File: src/rtl/mem_arbiter_pkg.sv
// Shared definitions for the memory arbiter: FSM encoding, streak default,
// and the saturating increment used by the data-streak counter.
package mem_arbiter_pkg;

  typedef enum logic [1:0] {
    ST_IDLE   = 2'd0,
    ST_GNT_IF = 2'd1,
    ST_GNT_DS = 2'd2
  } arb_state_e;

  localparam int MAX_DS_STREAK_DEF = 4;
  localparam int STREAK_W          = 3;

  // Saturating +1 so a long data run cannot wrap the counter back to 0
  function automatic logic [STREAK_W-1:0] streak_inc(input logic [STREAK_W-1:0] s);
    return (s == {STREAK_W{1'b1}}) ? s : s + 1'b1;
  endfunction

endpackage

File: src/rtl/mem_arbiter.sv
// Two-port memory arbiter: instruction fetch and data side share one
// single-cycle memory. Data wins by default; a fetch that has waited through
// MAX_DS_STREAK consecutive data grants takes the next slot.
module mem_arbiter
  import mem_arbiter_pkg::*;
#(
  parameter int MAX_DS_STREAK = MAX_DS_STREAK_DEF
) (
  input  logic        clk,
  input  logic        rst,
  input  logic        if_req,
  input  logic [15:0] if_addr,
  output logic        if_gnt,
  output logic        if_valid,
  output logic [15:0] if_rdata,
  input  logic        ds_req,
  input  logic        ds_we,
  input  logic [15:0] ds_addr,
  input  logic [15:0] ds_wdata,
  output logic        ds_gnt,
  output logic        ds_valid,
  output logic [15:0] ds_rdata,
  output logic [15:0] mem_addr,
  output logic [15:0] mem_din,
  output logic        mem_rw,
  output logic        mem_en,
  input  logic [15:0] mem_dout
);

  localparam logic [STREAK_W-1:0] STREAK_MAX = STREAK_W'(MAX_DS_STREAK);

  arb_state_e          state_q, state_d;
  logic [STREAK_W-1:0] streak_q, streak_d;
  logic [15:0]         addr_q, addr_d;
  logic [15:0]         wdata_q, wdata_d;
  logic                we_q, we_d;
  logic                if_valid_q, if_valid_d;
  logic                ds_valid_q, ds_valid_d;
  logic [15:0]         if_rdata_q, if_rdata_d;
  logic [15:0]         ds_rdata_q, ds_rdata_d;

  logic fetch_starved;
  assign fetch_starved = if_req && (streak_q == STREAK_MAX);

  // Next-state: arbitrate and latch the winner in IDLE, retire the access in GNT_*
  always_comb begin
    state_d    = state_q;
    streak_d   = streak_q;
    addr_d     = addr_q;
    wdata_d    = wdata_q;
    we_d       = we_q;
    if_valid_d = 1'b0;
    ds_valid_d = 1'b0;
    if_rdata_d = if_rdata_q;
    ds_rdata_d = ds_rdata_q;
    case (state_q)
      ST_IDLE: begin
        if (ds_req && !fetch_starved) begin
          state_d  = ST_GNT_DS;
          addr_d   = ds_addr;
          we_d     = ds_we;
          wdata_d  = ds_wdata;
          // Only count data grants that actually made a fetch wait
          streak_d = if_req ? streak_inc(streak_q) : '0;
        end else if (if_req) begin
          state_d  = ST_GNT_IF;
          addr_d   = if_addr;
          we_d     = 1'b0;
          wdata_d  = '0;
          streak_d = '0;
        end else begin
          streak_d = '0;
        end
      end
      ST_GNT_IF: begin
        state_d    = ST_IDLE;
        if_valid_d = 1'b1;
        if_rdata_d = mem_dout;
      end
      ST_GNT_DS: begin
        state_d    = ST_IDLE;
        ds_valid_d = 1'b1;
        // Writes ack through ds_valid but leave the last read data in place
        if (!we_q) ds_rdata_d = mem_dout;
      end
      default: state_d = ST_IDLE;
    endcase
  end

  // State registers; reset wins over any arbitration on the same edge
  always_ff @(posedge clk) begin
    if (rst) begin
      state_q    <= ST_IDLE;
      streak_q   <= '0;
      addr_q     <= '0;
      wdata_q    <= '0;
      we_q       <= 1'b0;
      if_valid_q <= 1'b0;
      ds_valid_q <= 1'b0;
      if_rdata_q <= '0;
      ds_rdata_q <= '0;
    end else begin
      state_q    <= state_d;
      streak_q   <= streak_d;
      addr_q     <= addr_d;
      wdata_q    <= wdata_d;
      we_q       <= we_d;
      if_valid_q <= if_valid_d;
      ds_valid_q <= ds_valid_d;
      if_rdata_q <= if_rdata_d;
      ds_rdata_q <= ds_rdata_d;
    end
  end

  // Memory-side drive decodes the current state, so a grant in flight during
  // a reset cycle still reaches the memory on that edge
  always_comb begin
    mem_en   = 1'b0;
    mem_rw   = 1'b0;
    mem_addr = '0;
    mem_din  = '0;
    if_gnt   = 1'b0;
    ds_gnt   = 1'b0;
    case (state_q)
      ST_GNT_IF: begin
        mem_en   = 1'b1;
        mem_addr = addr_q;
        if_gnt   = 1'b1;
      end
      ST_GNT_DS: begin
        mem_en   = 1'b1;
        mem_addr = addr_q;
        mem_rw   = we_q;
        mem_din  = wdata_q;
        ds_gnt   = 1'b1;
      end
      default: ;
    endcase
  end

  assign if_valid = if_valid_q;
  assign ds_valid = ds_valid_q;
  assign if_rdata = if_rdata_q;
  assign ds_rdata = ds_rdata_q;

endmodule

File: config.mk
export PLATFORM = sky130hd
export DESIGN_NAME = mem_arbiter
export DESIGN_NICKNAME = d
export VERILOG_FILES = /design/src/rtl/mem_arbiter_pkg.sv /design/src/rtl/mem_arbiter.sv
export SDC_FILE = /design/constraint.sdc
export NUM_CORES = 1
export LEC_CHECK = 0
export CAP_MARGIN = 20
export CORE_AREA = 2 2 108 79
export DETAILED_ROUTE_END_ITERATION = 16
export DIE_AREA = 0 0 110 81
export PLACE_DENSITY = 0.78
export SYNTH_ARGS = -nofsm -noshare
export SYNTH_HDL_FRONTEND = slang
export SYNTH_SLANG_ARGS = --single-unit
File: constraint.sdc
create_clock -name clk -period 1.6 [get_ports clk]
set_input_delay 0.16 -clock clk [delete_from_list [all_inputs] [get_ports clk]]
set_output_delay 0.16 -clock clk [all_outputs]
set_load 0.05 [all_outputs]
==> results.json, run 1 <==
{
  "outcome": "finished with violations",
  "failed_checks": "negative setup slack",
  "core_area_um2": 8020,
  "multi_input_area_um2": 1720,
  "crit_chain": "inv_4, ha_4, buf_8, and2_4, buf_12",
  "final-seq-area_um2": 1450,
  "synth_ff_type": "dfxtp_1",
  "pin_count": 139,
  "max_freq_mhz": 615,
  "slew_viol_final": 0,
  "wire_per_inst_um": 15.6,
  "path_max_fanout": 8,
  "first_pass_iters": 5,
  "cpPeakStageDelay_ns": 0.38,
  "timing.max_cap.violations": 0,
  "vias": 3209,
  "r2r-end": "addr_q[12]$_SDFFE_PP0P_",
  "r2r-start": "streak_q[0]$_SDFFE_PP0P_",
  "fin_crit_ns": 1.63,
  "layout_setup_ws_ns": -0.0258,
  "cp-endpoint": "mem_addr[8]",
  "r2r_cells": 6,
  "worst_slew_pin_slew_ns": 0.532,
  "hold_buffers": 0,
  "syn_inst": 373,
  "clock-sinks": 72,
  "hold_viol_final": 0,
  "ir_worst_vdd_uv": 469,
  "insertion_delay_ns": 0.34,
  "port_buffers": 138,
  "final_common_cell": "dfxtp_1",
  "use_met1": 0.280,
  "die_area_um2": 8910,
  "p_clk_frac": 0.327,
  "antenna_found_initial": 0,
  "finalCritPeriodShare": 1.02,
  "power_density_nw_per_um2": 849,
  "slew_headroom": 0.645,
  "worstSetupPathType": "reg -> out",
  "busiest_layer": "met2",
  "use_met3": 0.0658,
  "grt_usage": 0.219,
  "power_switching_mw": 1.40,
  "place_ws_ns": 0.0216,
  "pwr-share-seq": 0.410,
  "cts_max_path_buffers": 2,
  "r2r_setup_slack_ns": 0.06,
  "place.gp.congestion": 0.787,
  "placed_cells": 601,
  "met2_usage": 0.356,
  "cts_tree": "yes",
  "fin_skew_ns": 0.0103,
  "p_sw_frac": 0.292,
  "start_util": 0.410,
  "hpwl_um": 6720,
  "endpoint_kind": "output pin",
  "synth.yosys.seq_area_share": 0.438,
  "p_int_mw": 3.38,
  "combPwrFrac": 0.262,
  "slowest_stage": "dfxtp_4",
  "synth_nets": 448,
  "finalSetupTns_ns": -0.266,
  "grt_start_max_net_pins": 32,
  "num_antenna_cells": 0,
  "grt_pass1_vias": 3147,
  "rsz0062_at_grt": "yes",
  "startpoint": "state_q[1]$_SDFFE_PP0N_",
  "dieWidth_um": 110,
  "power_leakage_nw": 2.25,
  "grt_overflow_total": 0,
  "die_y_um": 81,
  "fin_util": 0.702,
  "drive_above_1_share": 0.350,
  "setup_violations": 16,
  "cts_made_buffers": 9,
  "ys_seq_elements": 72,
  "ant_nets": 0,
  "drc_errors": 0,
  "finalPower_mw": 4.78,
  "area_growth_syn_to_layout_pct": 71.2,
  "final_nets": 603,
  "fin_area_um2": 5630,
  "final_cell_mix": "dfxtp_1 (70), clkdlybuf4s50_1 (67), buf_4 (59)",
  "path_clk_slew_ns": 0.08,
  "totalWireLength_um": 9960,
  "fillers": 623,
  "synth.distinct_cells": 32,
  "rows": 28,
  "drt-initial-drc-count": 127,
  "syn_area_um2": 3290,
  "yosys_warnings": 0,
  "synthArstFlopShare": 0,
  "start_kind": "register",
  "hp-class": "in -> reg",
  "place_area_um2": 5100,
  "htreeDepth": 3,
  "crit_required_ns": 1.44,
  "synth_edf_count": 0,
  "whs_ns": 0.290,
  "post_drt_via_cell_ratio": 5.04,
  "instances_no_fill": 637,
  "ctsRootBufferMaster": "clkbuf_8",
  "synth_area_per_cell_um2": 8.82,
  "worstPathArrival_ns": 1.47,
  "grt_pass1_wl_um": 15300
}
worst min path at each step:
stage | start | endpoint | slack [ns] | depth (start not counted)
floorplan | mem_dout[10] | ds_rdata[10]$_SDFFE_PP0P_ | 0.30 | 2
global placement | wdata_q[15]$_SDFFE_PP0P_ | wdata_q[15]$_SDFFE_PP0P_ | 0.44 | 2
detailed placement | wdata_q[12]$_SDFFE_PP0P_ | wdata_q[12]$_SDFFE_PP0P_ | 0.45 | 2
CTS | rst | ds_valid$_SDFF_PP0_ | 0.26 | 2
global route | rst | wdata_q[6]$_SDFFE_PP0P_ | 0.29 | 2
finish | rst | ds_valid$_SDFF_PP0_ | 0.29 | 2
routing by layer:
metal	wire, um	vias to the layer above
li1	-	1597
met2	4920	85
met1	4390	1514
met3	536	13
met4	125	0
met5	0	-
Yosys cell counts, types with 3 or more instances:
master / n / area share
dfxtp_1: 72 / 0.44
nand2_1: 50 / 0.057
nor2_1: 36 / 0.041
a21oi_1: 34 / 0.052
and2_1: 34 / 0.065
nand4_1: 19 / 0.036
nand3_1: 17 / 0.026
mux2i_1: 16 / 0.049
a311oi_2: 10 / 0.046
buf_2: 10 / 0.015
o21ai_2: 10 / 0.027
clkbuf_1: 9 / 0.010
buf_4: 8 / 0.018
o21ai_0: 7 / 0.011
a311oi_1: 6 / 0.016
ha_1: 6 / 0.023
inv_1: 6 / 0.0068
buf_6: 4 / 0.014
nor2b_1: 4 / 0.0076
nand2b_1: 3 / 0.0057
sequential cells by signal, summed over array words and instances, names as in the netlist:
name / count
streak_q: 3
state_q: 2
if_rdata: 16
addr_q: 16
ds_valid: 1
ds_rdata: 16
we_q: 1
wdata_q: 16
if_valid: 1
worst max-delay path: cells and delay by family, from the launching register on:
family / cells / cell delay (ns)
fa+ha+maj: 1 / 0.28
buf+inv: 3 / 0.30
flops: 1 / 0.38
simple gates: 1 / 0.15
power by group through the flow:
| stage | sequential [mW] | combinational [mW] | clock [mW] |
|---|---|---|---|
| floorplan | 2.10 | 0.523 | 0 |
| global placement | 1.99 | 1.12 | 0 |
| detailed placement | 1.99 | 1.14 | 0 |
| CTS | 1.96 | 1.22 | 1.60 |
| global route | 1.97 | 1.33 | 1.67 |
| finish | 1.96 | 1.25 | 1.57 |
cell type report:
cell class	count	area share
clock buffer	10	0.0227
sequential	72	0.257
tap	105	0.0233
timing repair buffer	177	0.372
clock inverter	5	0.0147
multi-input combinational	262	0.306
inverter	6	0.00489
timing repair:
action	CTS	global route
pin swaps	10	7
hold endpoints to repair	0	0
resized for setup	30	18
gates cloned	0	1
setup endpoints to repair	29	40
setup buffers	7	13
logic make-up (layout without fill, tap and decap cells):
family | count (synthesis) | in the layout | synth area share
AO/OA/AOI/OAI | 74 | 74 | 0.168
multiplexers | 16 | 16 | 0.0487
flip-flops | 72 | 72 | 0.438
adder cells (fa/ha/maj) | 6 | 6 | 0.0228
buffers and inverters | 39 | 198 | 0.0719
AND/OR/NAND/NOR | 166 | 166 | 0.250
No activity file was read; power rests on OpenSTA's default activity.
==> run 2, diff against run 1 <==
==> constraint.sdc (replaced) <==
create_clock -name clk -period 1.6 [get_ports clk]
set_input_delay 0.32 -clock clk [delete_from_list [all_inputs] [get_ports clk]]
set_output_delay 0.32 -clock clk [all_outputs]
set_load 0.05 [all_outputs]
==> run 2 against run 1 <==
Against the previous run: the run still ends with negative setup slack left; worst setup slack worse by 0.16 ns; final cell count is 0.78% higher; power is 0.78% lower; non-clock buffer count is 3 higher; core utilization is 0.094 points higher; fmax is 8.9% lower; wire length is 3.8% higher; via count is 2.8% higher; clock power is 4% lower.
==> results.json, run 2 (synthesized netlist as in run 1, its figures left out) <==
{
  "rsz0062_at_grt": "yes",
  "post_drt_via_cell_ratio": 5.14,
  "drt-initial-drc-count": 134,
  "setup_violations": 35,
  "drc_errors": 0,
  "cts_made_buffers": 9,
  "first_pass_iters": 4,
  "core_area_um2": 8020,
  "final_cell_mix": "dfxtp_1 (70), clkdlybuf4s50_1 (67), buf_4 (60)",
  "ctsRootBufferMaster": "clkbuf_8",
  "fin_crit_ns": 1.78,
  "wire_per_inst_um": 16.1,
  "clock-sinks": 72,
  "fin_util": 0.703,
  "ir_worst_vdd_uv": 632,
  "grt_pass1_vias": 3310,
  "cts_tree": "yes",
  "final_common_cell": "dfxtp_1",
  "power_density_nw_per_um2": 841,
  "finalPower_mw": 4.74,
  "area_growth_syn_to_layout_pct": 71.5,
  "start_kind": "register",
  "drive_above_1_share": 0.361,
  "die_area_um2": 8910,
  "grt_pass1_wl_um": 16200,
  "grt_overflow_total": 0,
  "whs_ns": 0.258,
  "max_freq_mhz": 560,
  "worst_slew_pin_slew_ns": 0.335,
  "layout_setup_ws_ns": -0.184,
  "timing.max_cap.violations": 0,
  "hold_viol_final": 0,
  "ant_nets": 0,
  "cts_max_path_buffers": 2,
  "power_leakage_nw": 2.25,
  "start_util": 0.410,
  "dieWidth_um": 110,
  "hp-class": "in -> reg",
  "final_nets": 607,
  "worstPathArrival_ns": 1.46,
  "grt_start_max_net_pins": 34,
  "fin_skew_ns": 0.00773,
  "slew_viol_final": 0,
  "vias": 3300,
  "place.gp.congestion": 0.776,
  "hold_buffers": 0,
  "crit_required_ns": 1.28,
  "failed_checks": "negative setup slack",
  "htreeDepth": 3,
  "insertion_delay_ns": 0.35,
  "path_max_fanout": 8,
  "port_buffers": 138,
  "hpwl_um": 7090,
  "pin_count": 139,
  "rows": 28,
  "slew_headroom": 0.777,
  "path_clk_slew_ns": 0.08,
  "die_y_um": 81,
  "grt_usage": 0.237,
  "num_antenna_cells": 0,
  "outcome": "finished with violations",
  "totalWireLength_um": 10300,
  "endpoint_kind": "output pin",
  "finalSetupTns_ns": -5.42,
  "antenna_found_initial": 0,
  "worstSetupPathType": "reg -> out",
  "finalCritPeriodShare": 1.12
}
run 2: cell count changes in the layout (fill, tap and decap cells not counted), sizes merged:
cell | before | now
bufinv | 2 | 1
and3 | 1 | 2
buf | 108 | 113
clkbuf | 11 | 12
dlygate4sd2 | 1 | 0
run 2: where the power goes:
part | leakage [nW] | internal, mW | total [mW] | switching, mW
registers | 0.590 | 1.90 | 1.96 | 0.0604
clock network | 0.107 | 0.809 | 1.50 | 0.690
logic | 1.55 | 0.621 | 1.28 | 0.662
run 2: worst paths after layout:
kind | depth (start not counted) | endpoint | slack, ns | from
worst max-delay path | 5 | mem_addr[6] | -0.18 | state_q[0]$_SDFFE_PP0P_
worst min-delay path | 2 | ds_valid$_SDFF_PP0_ | 0.26 | rst
worst max register to register | 8 | ds_rdata[0]$_SDFFE_PP0P_ | 0.04 | state_q[1]$_SDFFE_PP0N_
worst min register to register | 2 | wdata_q[1]$_SDFFE_PP0P_ | 0.46 | wdata_q[1]$_SDFFE_PP0P_
run 2: routing by layer:
metal / routed length, um / part of all wire / global-route usage / vias up
met5: 0 / 0 / 0 / -
met4: 171 / 0.017 / 0.0797 / 0
met3: 624 / 0.060 / 0.0746 / 17
met2: 5090 / 0.49 / 0.385 / 91
met1: 4450 / 0.43 / 0.297 / 1587
li1: - / - / - / 1605
run 2: critical path: stages (launching register included):
cell     delay [ns]
dfxtp_2        0.36
inv_4          0.05
ha_4           0.29
buf_8          0.14
and2_4         0.15
buf_12         0.13
run 2: layout make-up:
type	instances	area, um^2
sequential	72	1440
multi-input combinational	263	1750
clock inverter	4	52.6
timing repair buffer	180	2080
tap	105	131
clock buffer	12	155
fill	600	2380
inverter	6	25.0
run 2: per-stage QoR:
| step | cells | area, um^2 | setup slack, ns |
|---|---|---|---|
| after detailed placement | 608 | 5200 | -0.102 |
| after global placement | 608 | 5200 | -0.0749 |
| final | 642 | 5640 | -0.184 |
| after CTS | 638 | 5570 | -0.194 |
| after floorplan | 373 | 3390 | 0.000873 |
| after global routing | 642 | 5640 | -0.241 |
run 2: timing repair:
item                                    in CTS  in global routing
buffers inserted                            13                  4
gates resized for setup                     26                 12
endpoints found under the setup margin      35                 53
cloned                                       1                  1
pin swaps                                   25                  6
